==> src/rtl/tmds_encoder_if.sv <==
// TMDS encoder lane bus.
// Pixel/control inputs and the encoded 10-bit symbol.
interface tmds_encoder_if;
    logic [7:0] data_i;
    logic [1:0] ctrl_i;
    logic       blank_i;
    logic [9:0] symbol_o;

    modport master (
        output data_i,
        output ctrl_i,
        output blank_i,
        input  symbol_o
    );

    modport slave (
        input  data_i,
        input  ctrl_i,
        input  blank_i,
        output symbol_o
    );
endinterface

==> src/rtl/tmds_encoder.sv <==
// TMDS 8b/10b lane encoder, two register stages.
// Stage 1 minimises transitions, stage 2 balances DC.
module tmds_encoder #(
    parameter bit INVERT_OUT = 1'b0
) (
    input  logic           clk_i,
    input  logic           rst_i,
    tmds_encoder_if.slave  bus
);

    typedef struct packed {
        logic       blank;
        logic [1:0] ctrl;
        logic [8:0] qm;
    } s1_t;

    localparam logic [9:0] CTRL_00 = 10'h354;
    localparam logic [9:0] CTRL_01 = 10'h0AB;
    localparam logic [9:0] CTRL_10 = 10'h154;
    localparam logic [9:0] CTRL_11 = 10'h2AB;
    localparam logic [9:0] OUT_MASK = {10{INVERT_OUT}};

    function automatic logic [3:0] pop8(logic [7:0] v);
        logic [3:0] s;
        s = '0;
        for (int i = 0; i < 8; i++) begin
            s = s + {3'b000, v[i]};
        end
        return s;
    endfunction

    function automatic logic [8:0] minimise(logic [7:0] d);
        logic [8:0] q;
        logic [3:0] n1;
        logic       xm;
        n1 = pop8(d);
        xm = (n1 > 4'd4) || ((n1 == 4'd4) && !d[0]);
        q = '0;
        q[0] = d[0];
        for (int i = 1; i < 8; i++) begin
            q[i] = xm ? ~(q[i-1] ^ d[i]) : (q[i-1] ^ d[i]);
        end
        q[8] = ~xm;
        return q;
    endfunction

    s1_t s1_d;
    s1_t s1_q;

    logic signed [4:0] cnt;
    logic signed [4:0] cnt_d;
    logic        [9:0] sym_d;
    logic        [9:0] sym_q;

    logic        [3:0] n1q;
    logic        [5:0] d6;
    logic signed [4:0] diff;
    logic signed [4:0] two_q8;
    logic signed [4:0] two_nq8;
    logic              q8;
    logic              neutral;
    logic              invert;

    // Stage 1 input: sample controls and build the minimised word.
    always_comb begin
        s1_d       = '0;
        s1_d.blank = bus.blank_i;
        s1_d.ctrl  = bus.ctrl_i;
        s1_d.qm    = minimise(bus.data_i);
    end

    // Stage 1 register; reset presents a blanking control 00.
    always_ff @(posedge clk_i or negedge rst_i) begin
        if (!rst_i) begin
            s1_q.blank <= 1'b1;
            s1_q.ctrl  <= 2'b00;
            s1_q.qm    <= '0;
        end else begin
            s1_q <= s1_d;
        end
    end

    // Stage 2 decision: control symbol or DC-balanced data symbol.
    always_comb begin
        n1q     = pop8(s1_q.qm[7:0]);
        d6      = {1'b0, n1q, 1'b0} - 6'd8;
        diff    = d6[4:0];
        q8      = s1_q.qm[8];
        two_q8  = {3'b000, q8, 1'b0};
        two_nq8 = {3'b000, ~q8, 1'b0};
        neutral = (cnt == 5'sd0) || (n1q == 4'd4);
        invert  = (!cnt[4] && (cnt != 5'sd0) && (n1q > 4'd4))
               || (cnt[4] && (n1q < 4'd4));
        sym_d   = CTRL_00;
        cnt_d   = cnt;
        unique case (1'b1)
            s1_q.blank: begin
                cnt_d = '0;
                unique case (s1_q.ctrl)
                    2'b00:   sym_d = CTRL_00;
                    2'b01:   sym_d = CTRL_01;
                    2'b10:   sym_d = CTRL_10;
                    default: sym_d = CTRL_11;
                endcase
            end
            (!s1_q.blank && neutral): begin
                sym_d = {~q8, q8,
                         q8 ? s1_q.qm[7:0] : ~s1_q.qm[7:0]};
                cnt_d = q8 ? cnt + diff : cnt - diff;
            end
            (!s1_q.blank && invert): begin
                sym_d = {1'b1, q8, ~s1_q.qm[7:0]};
                cnt_d = cnt + two_q8 - diff;
            end
            default: begin
                sym_d = {1'b0, q8, s1_q.qm[7:0]};
                cnt_d = cnt + diff - two_nq8;
            end
        endcase
    end

    // Stage 2 register; lane polarity applied only on the output.
    always_ff @(posedge clk_i or negedge rst_i) begin
        if (!rst_i) begin
            cnt   <= '0;
            sym_q <= CTRL_00 ^ OUT_MASK;
        end else begin
            cnt   <= cnt_d;
            sym_q <= sym_d ^ OUT_MASK;
        end
    end

    assign bus.symbol_o = sym_q;

endmodule

==> src/flat_wrapper.sv <==
// flat-port wrapper written by rule: the top's interface ports become plain ports
module tmds_encoder_flat 
#(
    parameter bit INVERT_OUT = 1'b0
)
  (clk_i, rst_i, bus_data_i, bus_ctrl_i, bus_blank_i, bus_symbol_o);
  tmds_encoder_if bus_i ();
  input  logic clk_i;
  input  logic rst_i;
  input wire logic [$bits(bus_i.data_i)-1:0] bus_data_i;
  input wire logic [$bits(bus_i.ctrl_i)-1:0] bus_ctrl_i;
  input wire logic [$bits(bus_i.blank_i)-1:0] bus_blank_i;
  output wire logic [$bits(bus_i.symbol_o)-1:0] bus_symbol_o;
  assign bus_i.data_i = bus_data_i;
  assign bus_i.ctrl_i = bus_ctrl_i;
  assign bus_i.blank_i = bus_blank_i;
  assign bus_symbol_o = bus_i.symbol_o;
  tmds_encoder #(.INVERT_OUT(INVERT_OUT)) u_core (.clk_i(clk_i), .rst_i(rst_i), .bus(bus_i));
endmodule
==> config.mk <==
export PLATFORM = sky130hd
export DESIGN_NAME = tmds_encoder_flat
export DESIGN_NICKNAME = d
export VERILOG_FILES = /design/src/rtl/tmds_encoder_if.sv /design/src/rtl/tmds_encoder.sv /design/src/flat_wrapper.sv
export SDC_FILE = /design/constraint.sdc
export NUM_CORES = 1
export LEC_CHECK = 0
export CORE_MARGIN = 10
export CORE_UTILIZATION = 43
export DETAILED_ROUTE_END_ITERATION = 6
export PLACE_DENSITY = 0.6
export SKIP_CTS_REPAIR_TIMING = 1
export SYNTH_ARGS = -nofsm -noshare
export SYNTH_HDL_FRONTEND = slang
export SYNTH_SLANG_ARGS = --single-unit
==> constraint.sdc <==
create_clock -name clk_i -period 4.8 [get_ports clk_i]
set_input_delay 0.48 -clock clk_i [delete_from_list [all_inputs] [get_ports clk_i]]
set_output_delay 0.48 -clock clk_i [all_outputs]
set_load 0.1 [all_outputs]
After elaboration in Yosys (flattened, before gate mapping) --
Index checks and enable logic that the tools add are counted. Widths: inputs -> output; s select.
Storage, ports and cells: bits in registers 27, input port bits 13, output and inout bits 10, word-level logic and storage cells 76
Operators by class: add/sub/neg operators 20, $lt $le $gt $ge 3, eq/ne operators 4, muxes and demuxes 12, bitwise logic cells 17, reductions and logical operators 15
Operators with widths (number):
- $pmux 10 s3 | 2
- $add 4x1->4 | 12
- $pmux 5 s3 | 1
- $sub 5x5->5 | 2
- $not 1->1 | 9
- $eq 4x3->1 const B | 2
- $gt 4x3->1 const B | 2
- $mux 8 | 1
- $not 8->8 | 1
- $mux 1 | 7
- $xor 1x1->1 | 7
- $logic_and 1x1->1 | 6
- $add 5x3->5 | 1
- $add 5x5->5 | 1
- $logic_not 5->1 | 1
- $mux 5 | 1
- $reduce_bool 5->1 | 1
- $sub 5x3->5 | 1
- $sub 5x4->5 const B | 1
- $add 1x1->2 | 2
- $lt 4x3->1 const B | 1
- $logic_not 1->1 | 3
- $logic_or 1x1->1 | 3
- $eq 2x1->1 const B | 1
- 2 further kinds | 2

Logic depth before layout (Yosys ltp) --
Gate-level depths: netlist of the first run.
depth after elaboration 29, depth in mapped cells 15, gate-level depth less buffers 15

Worst setup path after synthesis of the first run --
Ideal clock, no wire load.
kind register to register, start point reg u_core.s1_q[0] in the netlist's numbering, end point reg u_core.cnt[4], library setup time 126 ps, arrival time 4119 ps, data required time 4674 ps, slack 555 ps, cell stages (with the launch flop) 15, path buffers 0, clock period less this slack 4245 ps, cells stage by stage dfrtp_1 -> ha_1 -> inv_1 -> fa_1 -> fa_1 -> fa_1 -> fa_1 -> inv_1 -> ha_1 -> inv_1 -> ha_1 -> a21oi_1 -> o21bai_1 -> xnor2_1 -> a221o_1
On the way: longest elaborated chain between the ends 12, elaborated cells on any way between the ends 23, classes of those cells 12 x add/sub; 2 x order compare; 1 x eq/ne; 2 x mux; 6 x reduce/logical
RTL lines:
- start: declaration | RTL line tmds_encoder.sv:48 | s1_t s1_q;
- $add 1x1->2 (*) | RTL line tmds_encoder.sv:27 | s = s + {3'b000, v[i]};
- $add 4x1->4 (*) (6 in a row) | RTL line tmds_encoder.sv:27
- branches (longest 4 deep; another with $sub 5x4->5)
- $pmux 5 s3 (*) | RTL line tmds_encoder.sv:96 | unique case (1'b1)
- net u_core.cnt_d[4] | RTL line tmds_encoder.sv:51 | logic signed [4:0] cnt_d;
- end signal: assignment | RTL line tmds_encoder.sv:128 | cnt <= cnt_d;
- end: declaration | RTL line tmds_encoder.sv:50 | logic signed [4:0] cnt;
Mark *: on every way through the listed nets, which the timed path passes.

Final worst setup path of the first run --
Same ends and word-level chain as after synthesis.

==> results.cfg, run 1 <==
[logic_synthesis]
synthDistinctLibCells = 35
synth-seq-cells = 27
synth_edf_count = 0
synth_compound_area_share_pct = 12.2
async_flop_share_pct = 100
post-synth-top-count-cell = inv_1
synth_simple_gate_area_share_pct = 7.97
synthTopCellsByCount = inv_1, ha_1, dfrtp_1, nor2_1, xnor2_1
synthAdderAreaFrac_pct = 27.1
synth_top_family_by_area = adder cells
synthXorXnorAreaFrac_pct = 10.5
synth_mux_area_share_pct = 0.988
yosysSeqAreaShare_pct = 33.7
syn_area_sq_mm = 0.00203
synth_largest_area_cell = dfrtp_1
yosysWarnings = 0
synthFlopType = dfrtp_1
syn_avg_cell_area_sq_um = 10.9
synth_nets = 235
ys_top_cells_by_area = dfrtp_1, ha_1, fa_1
netlist_instances = 186
synth_top_area_share_pct = 25.9

[setup_path]
r2r-end = u_core.cnt[4]
critPathMaxStageDelay_ps = 620
critPathTopFamily = adder cells
crit_path_end_kind = flip-flop
cp-start-kind = flip-flop
cp_cell_sequence = ha_1 > inv_1 > fa_1 > fa_1 > fa_1 > fa_2 > inv_1 > ha_1 > inv_1 > ha_1 > a21oi_1 > o21bai_1 > xnor2_1 > a221o_1
cp_max_fo = 5
reg2reg_from = u_core.s1_q[0]
crit_type = reg -> reg
cp.arrival_ps = 4740
crit_slowest_cell = fa_2
required_ps = 4970
critPathBufInv = 3
reg2regPathDepth = 14
rrSetupSlack_ps = 230

[clock_network]
htree_levels = 1
root_buffer = clkbuf_8
clk_pin_slew_ps = 90
clkSinkCount = 27
cts_tree = built
clock_latency_ps = 280
cts_buffers = 3
clockBufferDepth = 2

[detailed_routing]
ant_nets = 0
routed_wl_mm = 3.94
drt-pass1-iter-count = 4
drc = 0
routed_via_density = 5.13
vias = 1348
wl_per_cell_microns = 15.0
drt-initial-drc-count = 72

[run_status]
status = finished clean

[grt]
grt_pass1_wl_mm = 7.09
grt_usage_pct = 11.3
antenna_found_initial = 0
grt-ovfl-total = 0
use_met3_pct = 2.48
grt_pass1_vias = 1546
grt_use_met1_pct = 14.1
top_usage_layer = met2
met2_usage_pct = 19.0
grt_max_degree = 28

[final_layout]
multi_input_area_sq_mm = 0.00119
n_antenna_cell = 0
areaGrowthSynthToFinish_pct = 15.9
nets = 261
seq_area_sq_um = 683
stdcell_area_sq_mm = 0.00235
drive_above_1_share_pct = 9.95
final_cells = 263
fill_cells = 414

[floorplanning]
dieArea_sq_mm = 0.00786
start_util_pct = 45.6
core_sq_mm = 0.00444
die_w_microns = 88.6
fp.dieH_microns = 88.6
io_pins = 23
rows = 24

[sta]
finalHoldViolCount = 0
grt_setup_unrepaired = false
fmax_ghz = 0.219
slew_headroom_pct = 33.1
finalSetupViolations = 0
finalMaxSlewViolations = 0
worst_slew_pin_slew_ps = 1000
period_share_pct = 95.3
final.setup.tns_ps = 0
fin_skew_ps = 1.97
period_needed_ps = 4570

[hold_path]
hold_path.class = reg -> reg
hp-start = u_core.s1_q[2]
hold_path_end = u_core.bus.symbol_o[2]
hold_path_depth = 1

[placed_design]
io_buffer_count = 22
dp_hpwl_mm = 3.37
gp_congestion = 0.853
placed_area_sq_mm = 0.00230
placed_cells_incl_taps = 259

[job]
drv_cap = 0
[cell usage in the layout (no fill, tap or decap), drive strengths merged, types with 3 or more instances in the layout]
cell	n
a22oi	8
ha	23
nor2	17
xnor2	16
o21ai	3
inv	35
dfstp	6
xor2	4
nor2b	3
dfrtp	21
fa	13
clkbuf	3
clkdlybuf4s50	22
a21oi	10
[through the flow]
step / hold slack [ps] / utilization, % / worst slack (ps)
3_5_place_dp: 432 / 51.7 / 177
2_1_floorplan: 184 / - / 555
4_1_cts: 446 / 52.8 / 161
5_1_grt: 481 / 52.8 / 0.0289
6_report: 448 / 52.8 / 227
3_3_place_gp: 429 / 51.7 / 284
[how the worst max path moves through the flow]
| stage | from | end | slack, ps | depth (start not counted) |
|---|---|---|---|---|
| detailed placement | u_core.s1_q[0] | u_core.cnt[4] | 180 | 14 |
| finish | u_core.s1_q[0] | u_core.cnt[4] | 230 | 14 |
| CTS | u_core.s1_q[0] | u_core.cnt[4] | 160 | 14 |
| floorplan | u_core.s1_q[0] | u_core.cnt[4] | 560 | 14 |
| global placement | u_core.s1_q[0] | u_core.cnt[4] | 280 | 14 |
| global route | u_core.s1_q[0] | u_core.cnt[4] | 0.03 | 14 |
[state kept, by name, summed over array words and instances (netlist names)]
register	flops
u_core.bus.symbol_o	10
u_core.cnt	5
u_core.q8	1
u_core.s1_q	11
[per-layer routing]
layer  part of all wire [%]  wire length (microns)  up-vias
met1                     46                   1830      671
met3                    3.9                    153        2
li1                       -                      -      653
met2                     49                   1950       22
met5                      0                      0        -
met4                   0.33                     13        0
[cells by family after synthesis]
kind of cell | count (synthesis)
simple gates | 30
flops | 27
compound gates | 33
buf+inv | 37
mux | 2
xor+xnor | 21
fa+ha+maj | 36
[final cells by class]
| class | instances | share of cell area [%] |
|---|---|---|
| clock buffers | 3 | 1.76 |
| repair buffers | 23 | 9.70 |
| multi-input cells | 122 | 50.7 |
| clock inverters | 1 | 0.320 |
| inverters | 35 | 5.60 |
| flip-flops and latches | 27 | 29.1 |
| well taps | 52 | 2.77 |
Power of run 1 is left out: the tool's default activity adds up to more than one toggle a clock period on the data nets, which glitch-free logic cannot reach.
==> run 2: changes to the inputs <==
==> constraint.sdc (replaced) <==
create_clock -name clk_i -period 4.8 [get_ports clk_i]
set_input_delay 0.96 -clock clk_i [delete_from_list [all_inputs] [get_ports clk_i]]
set_output_delay 0.96 -clock clk_i [all_outputs]
set_load 0.1 [all_outputs]
==> run 2 against run 1 <==
  * Worst setup slack better by 18 ps
  * Worst hold slack better by 26 ps
  * Cell area up 0.69%
  * Critical path depth unchanged
  * Sequential cell count unchanged
  * Clock skew up 3.4 ps
  * Via count down 1.7%
  * First-iteration DRC count up 14%
  * Register-to-register slack better by 20 ps
  * Critical endpoint is now u_core.bus.symbol_o[2]
  * Highest routed layer unchanged
==> results.cfg, run 2 (synthesized netlist as in run 1, its figures left out) <==
[run_status]
status = finished clean

[grt]
grt_max_degree = 28
grt_pass1_wl_mm = 6.80
grt-ovfl-total = 0
grt_pass1_vias = 1462
grt_usage_pct = 10.7
antenna_found_initial = 0

[floorplanning]
fp.dieH_microns = 88.6
io_pins = 23
rows = 24
core_sq_mm = 0.00444
dieArea_sq_mm = 0.00786
start_util_pct = 45.6
die_w_microns = 88.6

[clock_network]
clk_pin_slew_ps = 90
clock_latency_ps = 270
htree_levels = 1
clkSinkCount = 27
clockBufferDepth = 2
cts_buffers = 3
root_buffer = clkbuf_8
cts_tree = built

[setup_path]
required_ps = 4990
cp-start-kind = flip-flop
crit_type = reg -> reg
startpoint = u_core.s1_q[0]
r2r-end = u_core.bus.symbol_o[2]
endpoint = u_core.bus.symbol_o[2]
reg2reg_from = u_core.s1_q[0]
reg2regPathDepth = 14
rrSetupSlack_ps = 250
cp.arrival_ps = 4740
crit_path_end_kind = flip-flop
cp_max_fo = 8

[placed_design]
io_buffer_count = 22
placed_area_sq_mm = 0.00231
dp_hpwl_mm = 3.26
pre_cts_ws_ps = 94.1
gp_congestion = 0.840

[final_layout]
top_register = u_core.s1_q
final_cell_mix = inv_1, ha_1, clkdlybuf4s50_1
n_antenna_cell = 0
largest_register_ff_count = 11
areaGrowthSynthToFinish_pct = 16.7
nets = 263
drive_above_1_share_pct = 10.3
final_common_cell = inv_1
post-route-util_pct = 53.2
stdcell_area_sq_mm = 0.00236

[sta]
finalMaxSlewViolations = 0
finalSetupViolations = 0
finalHoldViolCount = 0
slew_headroom_pct = 34.1
fmax_ghz = 0.220
final.setup.tns_ps = 0
grt_setup_unrepaired = false
finalWorstSetupSlack_ps = 245
worst_slew_pin_slew_ps = 985
fin_skew_ps = 5.39
period_share_pct = 94.9
period_needed_ps = 4550

[hold_path]
hold_path.class = reg -> reg

[detailed_routing]
drc = 0
vias = 1325
ant_nets = 0
routed_via_density = 5.00
routed_wl_mm = 3.88
drt-initial-drc-count = 82
wl_per_cell_microns = 14.6
drt-pass1-iter-count = 4

[job]
drv_cap = 0
run 2: worst min path at each step:
stage	startpoint	end	slack (ps)	cells after the start
6_report	u_core.s1_q[6]	u_core.bus.symbol_o[6]	470	1
5_1_grt	u_core.s1_q[2]	u_core.bus.symbol_o[2]	490	1
4_1_cts	u_core.s1_q[6]	u_core.bus.symbol_o[6]	480	1
3_5_place_dp	u_core.s1_q[6]	u_core.bus.symbol_o[6]	460	1
3_3_place_gp	u_core.s1_q[2]	u_core.bus.symbol_o[2]	450	1
2_1_floorplan	u_core.s1_q[2]	u_core.bus.symbol_o[2]	420	1
run 2: per-layer routing:
metal,GRT usage [%],share of wire (%),up-vias
met1,13.8,47,639
met5,0,0,-
met4,2.35,0.57,0
met2,17.5,48,28
met3,2.94,5.2,4
li1,-,-,654
run 2: layout make-up:
cell class / count / area, sq um
Sequential cell: 27 / 683
Clock buffer: 4 / 45.0
Multi-Input combinational cell: 122 / 1200
Fill cell: 421 / 2080
Inverter: 35 / 131
Timing Repair Buffer: 25 / 243
Tap cell: 52 / 65.1
run 2: metrics by stage:
stage / instances / hold slack, ps
floorplan: 186 / 416
global placement: 261 / 453
detailed placement: 261 / 464
CTS: 265 / 478
global route: 265 / 492
finish: 265 / 474
run 2: critical path, stage by stage, from the launching register on:
cell and delay [ps]:
dfrtp_1 430, ha_1 290, inv_1 50, fa_1 500, fa_1 520, fa_1 480, fa_1 440, xnor2_2 220
inv_1 130, ha_1 270, xor2_1 170, a211o_2 330, o21ai_0 120, nand2_1 250, a22oi_1 270
Power of run 2 is left out for the same reason.
